**src/rtl/mem_port_arbiter.sv**
```systemverilog
// Arbiter and response router for the RAM port shared by fetch and memory access.
// Data accesses have priority. A burst limiter makes sure a pending fetch still gets through.
module mem_port_arbiter #(
    parameter int unsigned DM_BURST = 4
) (
    input  logic        clk,
    input  logic        reset,
    input  logic        if_req,
    input  logic [31:0] if_addr,
    output logic        if_ack,
    output logic        if_rvalid,
    output logic [31:0] if_rdata,
    output logic        if_err,
    input  logic        dm_rd,
    input  logic        dm_wr,
    input  logic [31:0] dm_addr,
    input  logic [31:0] dm_wdata,
    output logic        dm_ack,
    output logic        dm_rvalid,
    output logic [31:0] dm_rdata,
    output logic        dm_err,
    output logic        pipe_stall,
    output logic [29:0] ram_address,
    output logic [31:0] ram_data,
    output logic        ram_wren,
    input  logic [31:0] ram_q
);

    typedef enum logic [1:0] {PendNone, PendIf, PendDm} pend_e;

    pend_e       pend_q, pend_d;
    logic [3:0]  burst_q, burst_d;
    logic [31:0] if_hold_q, dm_hold_q;
    logic        if_err_q, dm_err_q;

    logic dm_act, fetch_forced, grant_dm, grant_if, dm_bad, if_bad;

    always_comb begin
        dm_act       = dm_rd | dm_wr;
        fetch_forced = if_req && (burst_q == 4'(DM_BURST));
        grant_dm     = dm_act && !fetch_forced;
        grant_if     = if_req && !grant_dm;
        dm_bad       = (dm_addr[1:0] != 2'b00) || (dm_rd && dm_wr);
        if_bad       = (if_addr[1:0] != 2'b00);
    end

    always_comb begin
        if_ack      = grant_if;
        dm_ack      = grant_dm;
        pipe_stall  = if_req && !grant_if;
        ram_address = grant_dm ? dm_addr[31:2] : if_addr[31:2];
        ram_wren    = grant_dm && dm_wr && !dm_bad;
        ram_data    = ram_wren ? dm_wdata : 32'h0;

        // Only aligned, legal reads leave a response outstanding.
        pend_d = PendNone;
        if (grant_if && !if_bad) begin
            pend_d = PendIf;
        end else if (grant_dm && dm_rd && !dm_bad) begin
            pend_d = PendDm;
        end

        burst_d = burst_q;
        if (!if_req || grant_if) begin
            burst_d = 4'd0;
        end else if (grant_dm) begin
            burst_d = burst_q + 4'd1;
        end
    end

    always_comb begin
        if_rvalid = (pend_q == PendIf);
        dm_rvalid = (pend_q == PendDm);
        if_rdata  = if_rvalid ? ram_q : if_hold_q;
        dm_rdata  = dm_rvalid ? ram_q : dm_hold_q;
        if_err    = if_err_q;
        dm_err    = dm_err_q;
    end

    always_ff @(posedge clk or posedge reset) begin
        if (reset) begin
            pend_q    <= PendNone;
            burst_q   <= 4'd0;
            if_hold_q <= 32'h0;
            dm_hold_q <= 32'h0;
            if_err_q  <= 1'b0;
            dm_err_q  <= 1'b0;
        end else begin
            pend_q   <= pend_d;
            burst_q  <= burst_d;
            if_err_q <= grant_if && if_bad;
            dm_err_q <= grant_dm && dm_bad;
            if (pend_q == PendIf) begin
                if_hold_q <= ram_q;
            end
            if (pend_q == PendDm) begin
                dm_hold_q <= ram_q;
            end
        end
    end

endmodule

```
**config.mk**
```make
export PLATFORM = sky130hd
export DESIGN_NAME = mem_port_arbiter
export DESIGN_NICKNAME = d
export VERILOG_FILES = /design/src/rtl/mem_port_arbiter.sv
export SDC_FILE = /design/constraint.sdc
export NUM_CORES = 1
export LEC_CHECK = 0
export ABC_AREA = 1
export CORE_MARGIN = 3
export CORE_UTILIZATION = 35
export DETAILED_ROUTE_END_ITERATION = 7
export PLACE_DENSITY = 0.8
export SLEW_MARGIN = 20
export SYNTH_ARGS = -nofsm -noshare
export SYNTH_HDL_FRONTEND = slang
export SYNTH_SLANG_ARGS = --single-unit
```
**constraint.sdc**
```tcl
create_clock -name clk -period 3 [get_ports clk]
set_clock_uncertainty 0.05 [all_clocks]
set_input_delay 0.75 -clock clk [delete_from_list [all_inputs] [get_ports clk]]
set_output_delay 0.75 -clock clk [all_outputs]
set_load 0.005 [all_outputs]
```
==> metrics.md, run 1 <==
| Metric | Value |
|---|---|
| Startpoint Class | primary input |
| Area share of and/or/nand/nor cells after synthesis | 24.9% |
| Area grow syn2layout | 89.6% |
| Synth top area cells | dfrtp_1, nand2_1, inv_1 |
| # H-tree levels | 3 |
| GRT Util Overall | between 20% and 30% |
| Final instance area | 6910 um2 |
| Hold path depth | 2 |
| Synth Instances | about 460 |
| CP endpoint kind | output port |
| Antenna violations before repair | 0 |
| Sw Share | a little over a quarter |
| IO Port Bufs | approximately 270 |
| Compound-Gate Fraction of Synth Area | 10.5% |
| DRT Wirelength | around 14000 um |
| Clock share of power | between 20% and 30% |
| Nets | slightly below 900 |
| Crit path required time | around 2200 ps |
| CTS buffer count | 9 |
| Post-synthesis mux area share | 0% |
| Num Clock Sinks | 72 |
| CP arrival | 2120 ps |
| Remaining global-route overflow | 0 |
| Top cell type's share of synthesized area | around 49% |
| Die Area | 11700 um2 |
| Placed inst area | 6470 um2 |
| Final TNS setup | 0 ps |
| DP HPWL | roughly 11000 um |
| Max Cap Viol | 0 |
| FILL cells | 753 |
| Drt first-iter violations | approximately 290 |
| Root buf cell | clkbuf_8 |
| Setup violators final | 0 |
| Core ar. | 9950 um2 |
| First-pass GRT wire length | between 20000 and 25000 um |
| Main combinational cell family by area after synthesis | simple AND/OR/NAND/NOR gates |
| Multi-input gate area | ~1400 um2 |
| Vias | 4058 |
| Die Ht | roughly 110 um |
| Max clock buf depth | 2 |
| Vias in the first global route | around 4.1k |
| Post-Syn Area | ~3600 um2 |
| Final hold violations | 0 |
| Post-DRT Antenna Nets | 0 |
| Min Tclk post-route | between 2000 and 3000 ps |
| Internal power | ~2.4 mW |
| Register area | approximately 1800 um2 |
| Flop pwr share | between 30% and 40% |
| Row count | 36 |
| Layout cell share with drive strength beyond 1 | 15.6% |
| Worst-Skew Late Latency | about 350 ps |
| Gp weighted congestion | about 0.88 |
| Peak supply drop | around 0.25 mV |
| Slew Viols, Final | 0 |
| Commonest non-fill, non-tap cell in the layout | clkdlybuf4s50_1 |
| Min-delay src | dm_hold_q[19] |
| Num ports | roughly 270 |
| Synth Area per Inst | around 8 um2 |
| Synth warn | 0 |
| Vias/cell | ~4.6 |
| Comb power frac | a little over a third |
| Fin crit share | between 90% and 100% |
| NetSw | 0.888 mW |
| Netlist cell types | 24 |
| Setup crit start | ram_q[25] |
| Die Wd | 108 um |
| Slew margin rel. | 66.6% |
| Most frequent cells in the layout | clkdlybuf4s50_1, nand2_1, inv_1 |
| Post-synth top area cell | dfrtp_1 |
| CTS tree | built |
| Sequential fraction of the synthesis area | roughly 49% |
| P_leak | roughly 3.6 nW |
| Post-synthesis xor/xnor area fraction | less than 1% |
| Critical Path Fanout Max | 2 |
| Synthesized flop and latch total | 72 |
| WL per Instance | 16.0 um |
| DR pass1 iterations | 5 |
| Reg clk slew, reported paths | approximately 70 ps |
| Fmax | 0.342 GHz |
| Crit path kind | primary input to output port |
| Worst reg2reg startpoint | burst_q[0] |
| Adder-cell area share of the yosys netlist | less than 1% |
| Antenna cells | 0 |
| Initial core utilization | between 30% and 40% |
| Status | completed |
| PwrDens | approximately 480 nW/um2 |
| Maximum number of pins on one net before global-route repair | 43 |
| Drc violations | 0 |
| R2R depth | 10 |
| Total Power | 3.29 mW |
| Worst hold path class | flop to flop |
| Synthesized net count | between 500 and 600 |
| Worst-margin pin slew | about 500 ps |
## stage by stage
stage               hold slack [ps]  setup WS [ps]  cells  util [%]
global placement                402           -209    855      65.0
finish                          422           79.6    889      69.4
global route                    454          -5.83    889      69.4
detailed placement              410           -214    855      65.0
CTS                             428           -161    881      68.9
floorplan                       405            375    459         -
## metal layers
metal | wire length (um) | global-route usage [%]
met1 | 5060 | 23.5
met2 | 7140 | 40.7
met3 | 1250 | 8.84
met4 | 787 | 13.9
met5 | 0 | 0
## worst paths after layout
path / end / slack, ps
worst max-delay path: if_rdata[25] / 80
worst min-delay path: dm_hold_q[19] / 420
worst max register to register: burst_q[0] / 1350
worst min register to register: dm_hold_q[19] / 420
max in group asynchronous: dm_err / 1590
min in group asynchronous: if_hold_q[28] / 700
## cells in the mapped netlist
library cell / number
o21ai_2: 15
nor2_4: 1
buf_6: 11
nand3_1: 31
o21ai_1: 17
nand2_1: 124
dfrtp_1: 72
buf_4: 3
o21ai_0: 32
ha_1: 2
nand2_8: 1
nand3_4: 1
inv_1: 80
buf_2: 7
o21bai_1: 1
nand2_2: 9
nor2_1: 42
nand2_4: 1
nand4_1: 1
inv_2: 1
buf_8: 1
xnor2_1: 1
or2_1: 1
clkbuf_1: 4
## critical path: stages
cell,delay (ps)
clkdlybuf4s50_1,460
inv_1,60
o21ai_0,270
clkdlybuf4s50_1,580
## power groups by stage
stage               clock (mW)  combinational [mW]  sequential [mW]
global route             0.929                1.30             1.26
global placement             0                1.16             1.25
finish                   0.864                1.19             1.24
floorplan                    0               0.400             1.24
detailed placement           0                1.18             1.26
CTS                      0.892                1.19             1.24
## what timing repair did
| action | in CTS | in global routing |
|---|---|---|
| hold buffers | 0 | 0 |
| endpoints found under the hold margin | 0 | 0 |
| pin swaps | 4 | 3 |
| gates cloned | 5 | 1 |
| resized for setup | 84 | 61 |
| setup buffers | 5 | 7 |
| endpoints found under the setup margin | 70 | 49 |
## layout make-up
class / instances / area share [%]
Tap cell: 133 / 2.41
Timing Repair Buffer: 305 / 43.4
Multi-Input combinational cell: 282 / 20.4
Clock inverter: 5 / 1.14
Inverter: 81 / 4.40
Sequential cell: 72 / 26.1
Clock buffer: 11 / 2.19
## registers in the layout (all words and copies together), names as in the netlist
register and flops:
burst_q 4, dm_err 1, dm_hold_q 32, if_err 1, if_hold_q 32, pend_q 2
## kinds of logic (layout without fill, tap and decap cells)
| logic type | Yosys count | in the layout |
|---|---|---|
| xor+xnor | 1 | 1 |
| simple gates | 212 | 214 |
| flops | 72 | 72 |
| fa+ha+maj | 2 | 2 |
| buf+inv | 107 | 402 |
| compound gates | 65 | 65 |
No activity file was read; power rests on OpenSTA's default activity.
==> run 2: changes to the inputs <==
- CELL_PAD_IN_SITES_DETAIL_PLACEMENT: default -> 0
- CELL_PAD_IN_SITES_GLOBAL_PLACEMENT: default -> 2
- CORE_UTILIZATION: 35 -> 17
- PLACE_DENSITY: 0.8 -> 0.78
==> run 2 against run 1 <==
- design area rose by 4.6%
- sequential power barely moved
- cell count rose by 15%
- clock power increased by 24%
- combinational power is essentially flat
- global-route usage is 12 points lower
- first-iteration DRC count decreased by 59%
- sequential cell count stayed put
- count of clock-buffer cells in the layout up 2
- non-clock buffer count is 4 lower
- total power rose by 5.9%
==> metrics.md, run 2 (same netlist as run 1, synthesis figures left out) <==
| Metric | Value |
|---|---|
| Status | completed |
| Inst Count DP | 990 (+16%) |
| DRT Wirelength | 13600 um (-4.5%) |
| Remaining global-route overflow | 0 (unchanged) |
| Final instance area | 7220 um2 (+4.6%) |
| GRT Util Overall | 11.5% (-12 points) |
| Layout cell share with drive strength beyond 1 | 13.3% (-2.3 points) |
| Final Worst Setup Slack | 91.4 ps (+11.8 ps) |
| Placed inst area | 6680 um2 (+3.2%) |
| WL per Instance | 13.3 um (-17%) |
| Critical Path, Cell by Cell | dlygate4sd2_1, inv_2, nand2_8, buf_6, nand2_8, nand2_1, inv_1, clkdlybuf4s50_1 |
| Setup violators final | 0 (unchanged) |
| DR pass1 iterations | 4 (-1) |
| Crit-path slowest cell | clkdlybuf4s50_1 |
| CTS tree | built |
| Startpoint Class | primary input |
| Max Cap Viol | 0 (unchanged) |
| Vias in the first global route | 3821 (-7.5%) |
| Critical Path Fanout Max | 9 (+7) |
| Final hold violations | 0 (unchanged) |
| Num Clock Sinks | 72 (unchanged) |
| Initial core utilization | 17.7% (-19 points) |
| Total Power | 3.48 mW (+5.9%) |
| Gp weighted congestion | 0.786 (-10%) |
| Antenna violations before repair | 0 (unchanged) |
| Slew margin rel. | 74.0% (+7.4 points) |
| Vias | 3840 (-5.4%) |
| NetSw | 0.899 mW (+1.2%) |
| Die Wd | 152 um (+41%) |
| Most used cell, CP | nand2_8 |
| Nets | 884 (-0.23%) |
| Worst-Skew Late Latency | 330 ps (-20 ps) |
| Clock share of power | 30.7% (+4.5 points) |
| Crit path required time | 2200 ps (about the same) |
| Commonest non-fill, non-tap cell in the layout | clkdlybuf4s50_1 |
| Final TNS setup | 0 ps (unchanged) |
| Core ar. | 20600 um2 (+110%) |
| Most frequent cells in the layout | clkdlybuf4s50_1, nand2_1, inv_1 |
| Die Area | 23200 um2 (+99%) |
| Setup repair after global routing missed its margin | yes |
| Comb power frac | 33.9% (-2.1 points) |
| Antenna cells | 0 (unchanged) |
| Worst hold path class | flop to flop |
| PwrDens | 482 nW/um2 (+1.2%) |
| Fmax | 0.344 GHz (+0.41%) |
| Reg clk slew, reported paths | 60 ps (about the same) |
| Flop pwr share | 35.4% (-2.3 points) |
| Maximum number of pins on one net before global-route repair | 73 (+70%) |
| P_leak | 3.72 nW (+2.1%) |
| Drc violations | 0 (unchanged) |
| Critical path's largest stage delay | 510 ps (-70 ps) |
| Post-DRT Antenna Nets | 0 (unchanged) |
| Area grow syn2layout | 98.3% |
| Finished Core Util | 35.0% (-34 points) |
| Slew Viols, Final | 0 (unchanged) |
| Max clock buf depth | 2 (unchanged) |
| Num ports | 267 (unchanged) |
| CP arrival | 2110 ps (about the same) |
| CP Buf/Inv Count | 5 (+2) |
| Pre-CTS WS | -248 ps (-33.2 ps) |
| First-pass GRT wire length | 21300 um (+3.2%) |
| DP HPWL | 10200 um (-5.8%) |
| CP endpoint kind | output port |
| IO Port Bufs | 266 (unchanged) |
| Final cell count without fillers | 1023 (+15%) |
| Sw Share | 25.8% (-1.2 points) |
| # H-tree levels | 3 (unchanged) |
| Worst hold slack | 418 ps (-4.16 ps) |
| Drt first-iter violations | 118 (-59%) |
| Fin crit share | 97.0% (-0.39 points) |
| Die Ht | 152 um (+41%) |
| Worst-margin pin slew | 391 ps (-110 ps) |
| CTS Hold Buffers Added | 0 (unchanged) |
| Crit path kind | primary input to output port |
| Peak supply drop | 0.244 mV (-1.1%) |
| Root buf cell | clkbuf_16 |
| Vias/cell | 3.75 (-18%) |
| Internal power | 2.59 mW (+7.6%) |
| CTS buffer count | 9 (unchanged) |
| Top Registers | dm_hold_q (32), if_hold_q (32), burst_q (4) |
| Min Tclk post-route | 2910 ps (-11.8 ps) |
| Row count | 52 (+44%) |
| Largest delay contributor family on the critical path | buffers and inverters |
[run 2: cell types whose count changed in the layout (fill, tap and decap cells not counted), sizes merged, moves of 2 or more]
| cell | delta |
|---|---|
| buf | -6 |
| bufbuf | +2 |
| clkbuf | -9 |
| clkdlybuf4s15 | +2 |
| clkdlybuf4s50 | +8 |
| dlymetal6s2s | +2 |
| nand2 | +2 |
[run 2: worst reg2reg max path, stage by stage, from the launching register on]
cell,delay (ps)
dfrtp_1,390
inv_1,80
ha_1,200
nand2_2,80
inv_4,60
nand2_8,100
buf_8,140
nand3_1,100
buf_4,160
nor2_1,80
[run 2: final cells by class]
type / instances / area, um2
fill: 2154 / 13400
multi-input combinational: 284 / 1430
clock buffer: 13 / 260
sequential: 72 / 1800
inverter: 81 / 308
tap: 270 / 338
timing repair buffer: 301 / 3050
clock inverter: 2 / 38.8
[run 2: power by group through the flow]
| stage | Combinational [mW] | Sequential, mW | Clock [mW] |
|---|---|---|---|
| after detailed placement | 1.19 | 1.25 | 0 |
| after floorplan | 0.400 | 1.24 | 0 |
| final | 1.18 | 1.23 | 1.07 |
| after global routing | 1.30 | 1.25 | 1.16 |
| after global placement | 1.20 | 1.25 | 0 |
| after CTS | 1.21 | 1.23 | 1.13 |
[run 2: timing repair]
action | 4_1_cts | 5_1_grt
setup endpoints to repair | 66 | 34
buffers inserted | 7 | 5
pin swaps | 5 | 0
gates resized for setup | 71 | 39
gates cloned | 6 | 0
[run 2: path summary, 6_finish.rpt]
path | from | cells past startpoint | end | slack, ps
max | dm_wr | 8 | if_ack | 90
min | dm_hold_q[19] | 2 | dm_hold_q[19] | 420
max reg2reg | burst_q[0] | 9 | burst_q[2] | 1490
min reg2reg | dm_hold_q[19] | 2 | dm_hold_q[19] | 420
max in group asynchronous | reset | 3 | if_hold_q[6] | 1830
min in group asynchronous | reset | 3 | if_hold_q[16] | 760
[run 2: layer usage]
layer	wire length, um	part of all wire, %	vias to the layer above	GRT usage (%)
li1	-	-	1984	-
met1	5360	39	1688	13.1
met2	6940	51	153	20.3
met3	1070	7.9	15	3.86
met4	230	1.7	0	3.51
met5	0	0	-	0
==> run 3: changes to the inputs <==
- CORE_UTILIZATION: 17 -> 15
- PLACE_DENSITY: 0.78 -> 0.73
- clock period: 3 -> 2.5 ns (I/O delays scaled with it)
==> run 3 against run 2 <==
- the run now ends with negative setup slack left
- hold slack lost 3.6 ps
- non-clock buffer count grew 50
- sequential cell count is the same
- combinational power grew 26%
- core utilization shrank 2.0 points
- global-route usage shrank 0.84 points
- cell count grew 9.4%
- via count grew 5.1%
- critical path depth grew 3
- wire length grew 5.9%
- sequential power grew 20%
- worst setup slack lost 170 ps
==> metrics.md, run 3 (same netlist as run 1, synthesis figures left out) <==
| Metric | Value |
|---|---|
| Post-DRT Antenna Nets | 0 (unchanged) |
| Worst-Skew Late Latency | 330 ps (about the same) |
| IO Port Bufs | 266 (unchanged) |
| DP HPWL | 10900 um (+6.7%) |
| Min Tclk post-route | about 2600 ps |
| Gp weighted congestion | 0.714 (-9.1%) |
| Worst hold path class | flop to flop |
| Commonest non-fill, non-tap cell in the layout | clkdlybuf4s50_1 |
| Top Registers | dm_hold_q (32), if_hold_q (32), burst_q (4) |
| Final TNS setup | -676 ps (-676 ps) |
| Worst reg2reg startpoint | burst_q[0] |
| Startpoint Class | primary input |
| Slew margin rel. | 65.6% (-8.4 points) |
| Die Ht | 162 um (+6.2%) |
| Root buf cell | clkbuf_16 |
| WL per Instance | 12.9 um (-3.2%) |
| Fin crit share | 103% |
| Pre-CTS WS | -482 ps (-235 ps) |
| CTS buffer count | 9 (unchanged) |
| Antenna violations before repair | 0 (unchanged) |
| Critical Path Fanout Max | 7 (-2) |
| DR pass1 iterations | 4 (unchanged) |
| First-pass GRT wire length | 22100 um (+3.4%) |
| Setup violators final | 12 (+12) |
| Final hold violations | 0 (unchanged) |
| Finished Core Util | 33.0% (-2.0 points) |
| Drc violations | 0 (unchanged) |
| Setup repair after global routing missed its margin | yes |
| Vias/cell | 3.61 (-4.0%) |
| Num Clock Sinks | 72 (unchanged) |
| Final instance area | 7820 um2 (+8.2%) |
| WHS Endpoint | dm_hold_q[14] |
| Max Cap Viol | 0 (unchanged) |
| GRT Util Overall | 10.6% (-0.84 points) |
| Remaining global-route overflow | 0 (unchanged) |
| # H-tree levels | 3 (unchanged) |
| Final Worst Setup Slack | -76.6 ps (-168 ps) |
| Die Wd | 162 um (+6.2%) |
| Vias in the first global route | 4046 (+5.9%) |
| Internal power | 3.37 mW (+30%) |
| FILL cells | 2584 (+20%) |
| Reg clk slew, reported paths | 60 ps (about the same) |
| CP arrival | 1900 ps (-210 ps) |
| Layout cell share with drive strength beyond 1 | 32.4% (+19 points) |
| Initial core utilization | 15.4% (-2.3 points) |
| CTS tree | built |
| Min-delay src | dm_hold_q[14] |
| CTS Hold Buffers Added | 0 (unchanged) |
| Reg2reg end | pend_q[1] |
| PwrDens | 583 nW/um2 (+21%) |
| Vias | 4034 (+5.1%) |
| Nets | 930 (+5.2%) |
| Worst-margin pin slew | 517 ps (+126 ps) |
| Core ar. | 23700 um2 (+15%) |
| Flop pwr share | 32.5% (-2.9 points) |
| NetSw | 1.19 mW (+33%) |
| Placed inst area | 7020 um2 (+5.2%) |
| Status | finished with violations |
| Sw Share | 26.1% (+0.32 points) |
| Drt first-iter violations | 114 (-3.4%) |
| Die Area | 26200 um2 (+13%) |
| Comb power frac | 32.6% (-1.3 points) |
| Slew Viols, Final | 0 (unchanged) |
| Crit path kind | primary input to output port |
| CP endpoint kind | output port |
| Peak supply drop | 0.389 mV (+59%) |
| Clock share of power | 35.0% (+4.3 points) |
| Max clock buf depth | 2 (unchanged) |
| R2R depth | 10 (+1) |
| Area grow syn2layout | 115% |
| Hold path depth | 2 (unchanged) |
| Maximum number of pins on one net before global-route repair | 41 (-44%) |
| DRT Wirelength | 14400 um (+5.9%) |
| Row count | 56 (+7.7%) |
| Most frequent cells in the layout | clkdlybuf4s50_1, nand2_1, inv_1 |
| Failing checks | negative setup slack |
| P_leak | 4.05 nW (+8.9%) |
| Crit path required time | 1820 ps (-380 ps) |
| Num ports | 267 (unchanged) |
| Antenna cells | 0 (unchanged) |
| R2R Setup Slk | 1050 ps (-440 ps) |
| Fmax | roughly 0.39 GHz |
## run 3: metal layers
metal	share of wire (%)	wire, um	global-route usage, %	vias up
met2	50	7210	17.9	145
met1	42	5990	13.1	1804
met3	7.2	1040	3.98	12
li1	-	-	-	2073
met4	1.1	165	2.02	0
met5	0	0	0	-
## run 3: power groups by stage
stage                     sequential (mW)  combinational (mW)  clock, mW
after global routing                 1.51                1.65       1.70
after global placement               1.49                1.60          0
after detailed placement             1.50                1.60          0
after floorplan                      1.49               0.480          0
after CTS                            1.48                1.49       1.66
final                                1.48                1.49       1.59
## run 3: area by class of cell
class / instances / area (um2) / area share (%)
clock buffer: 10 / 229 / 2.93
clock inverter: 6 / 138 / 1.76
inverter: 81 / 308 / 3.94
multi-input combinational: 280 / 1620 / 20.7
sequential: 72 / 1800 / 23.0
tap: 319 / 399 / 5.10
timing repair buffer: 351 / 3320 / 42.5
## run 3: critical path, stage by stage
cell and delay (ps):
dlygate4sd2_1 270, nand2_4 80, inv_4 40, nand2_8 80, buf_12 100, nand3_4 90, buf_12 150, buf_8 120
buf_12 140, nor2_2 70, buf_2 120
## run 3: timing repair
action / in CTS / in global routing
gates cloned: 4 / 1
endpoints found under the setup margin: 131 / 68
setup buffers: 19 / 7
resized for setup: 360 / 114
pin swaps: 8 / 9
hold endpoints to repair: 0 / 0
## run 3: how the worst max path moves through the flow
stage	from	to	slack [ps]	depth (start not counted)
6_report	if_req	ram_data[12]	-80	11
5_1_grt	burst_q[0]	ram_data[22]	-130	12
4_1_cts	burst_q[0]	ram_data[12]	-120	12
3_5_place_dp	if_req	ram_address[2]	-480	8
3_3_place_gp	if_req	ram_address[2]	-520	8
2_1_floorplan	reset	burst_q[0]	0.08	1
## run 3: metrics by stage
stage / std cells / hold slack, ps / power [mW]
5_1_grt: 1119 / 429 / 4.86
6_report: 1119 / 414 / 4.56
3_5_place_dp: 1075 / 407 / 3.11
4_1_cts: 1114 / 420 / 4.63
3_3_place_gp: 1075 / 402 / 3.10
2_1_floorplan: 459 / 405 / 1.97
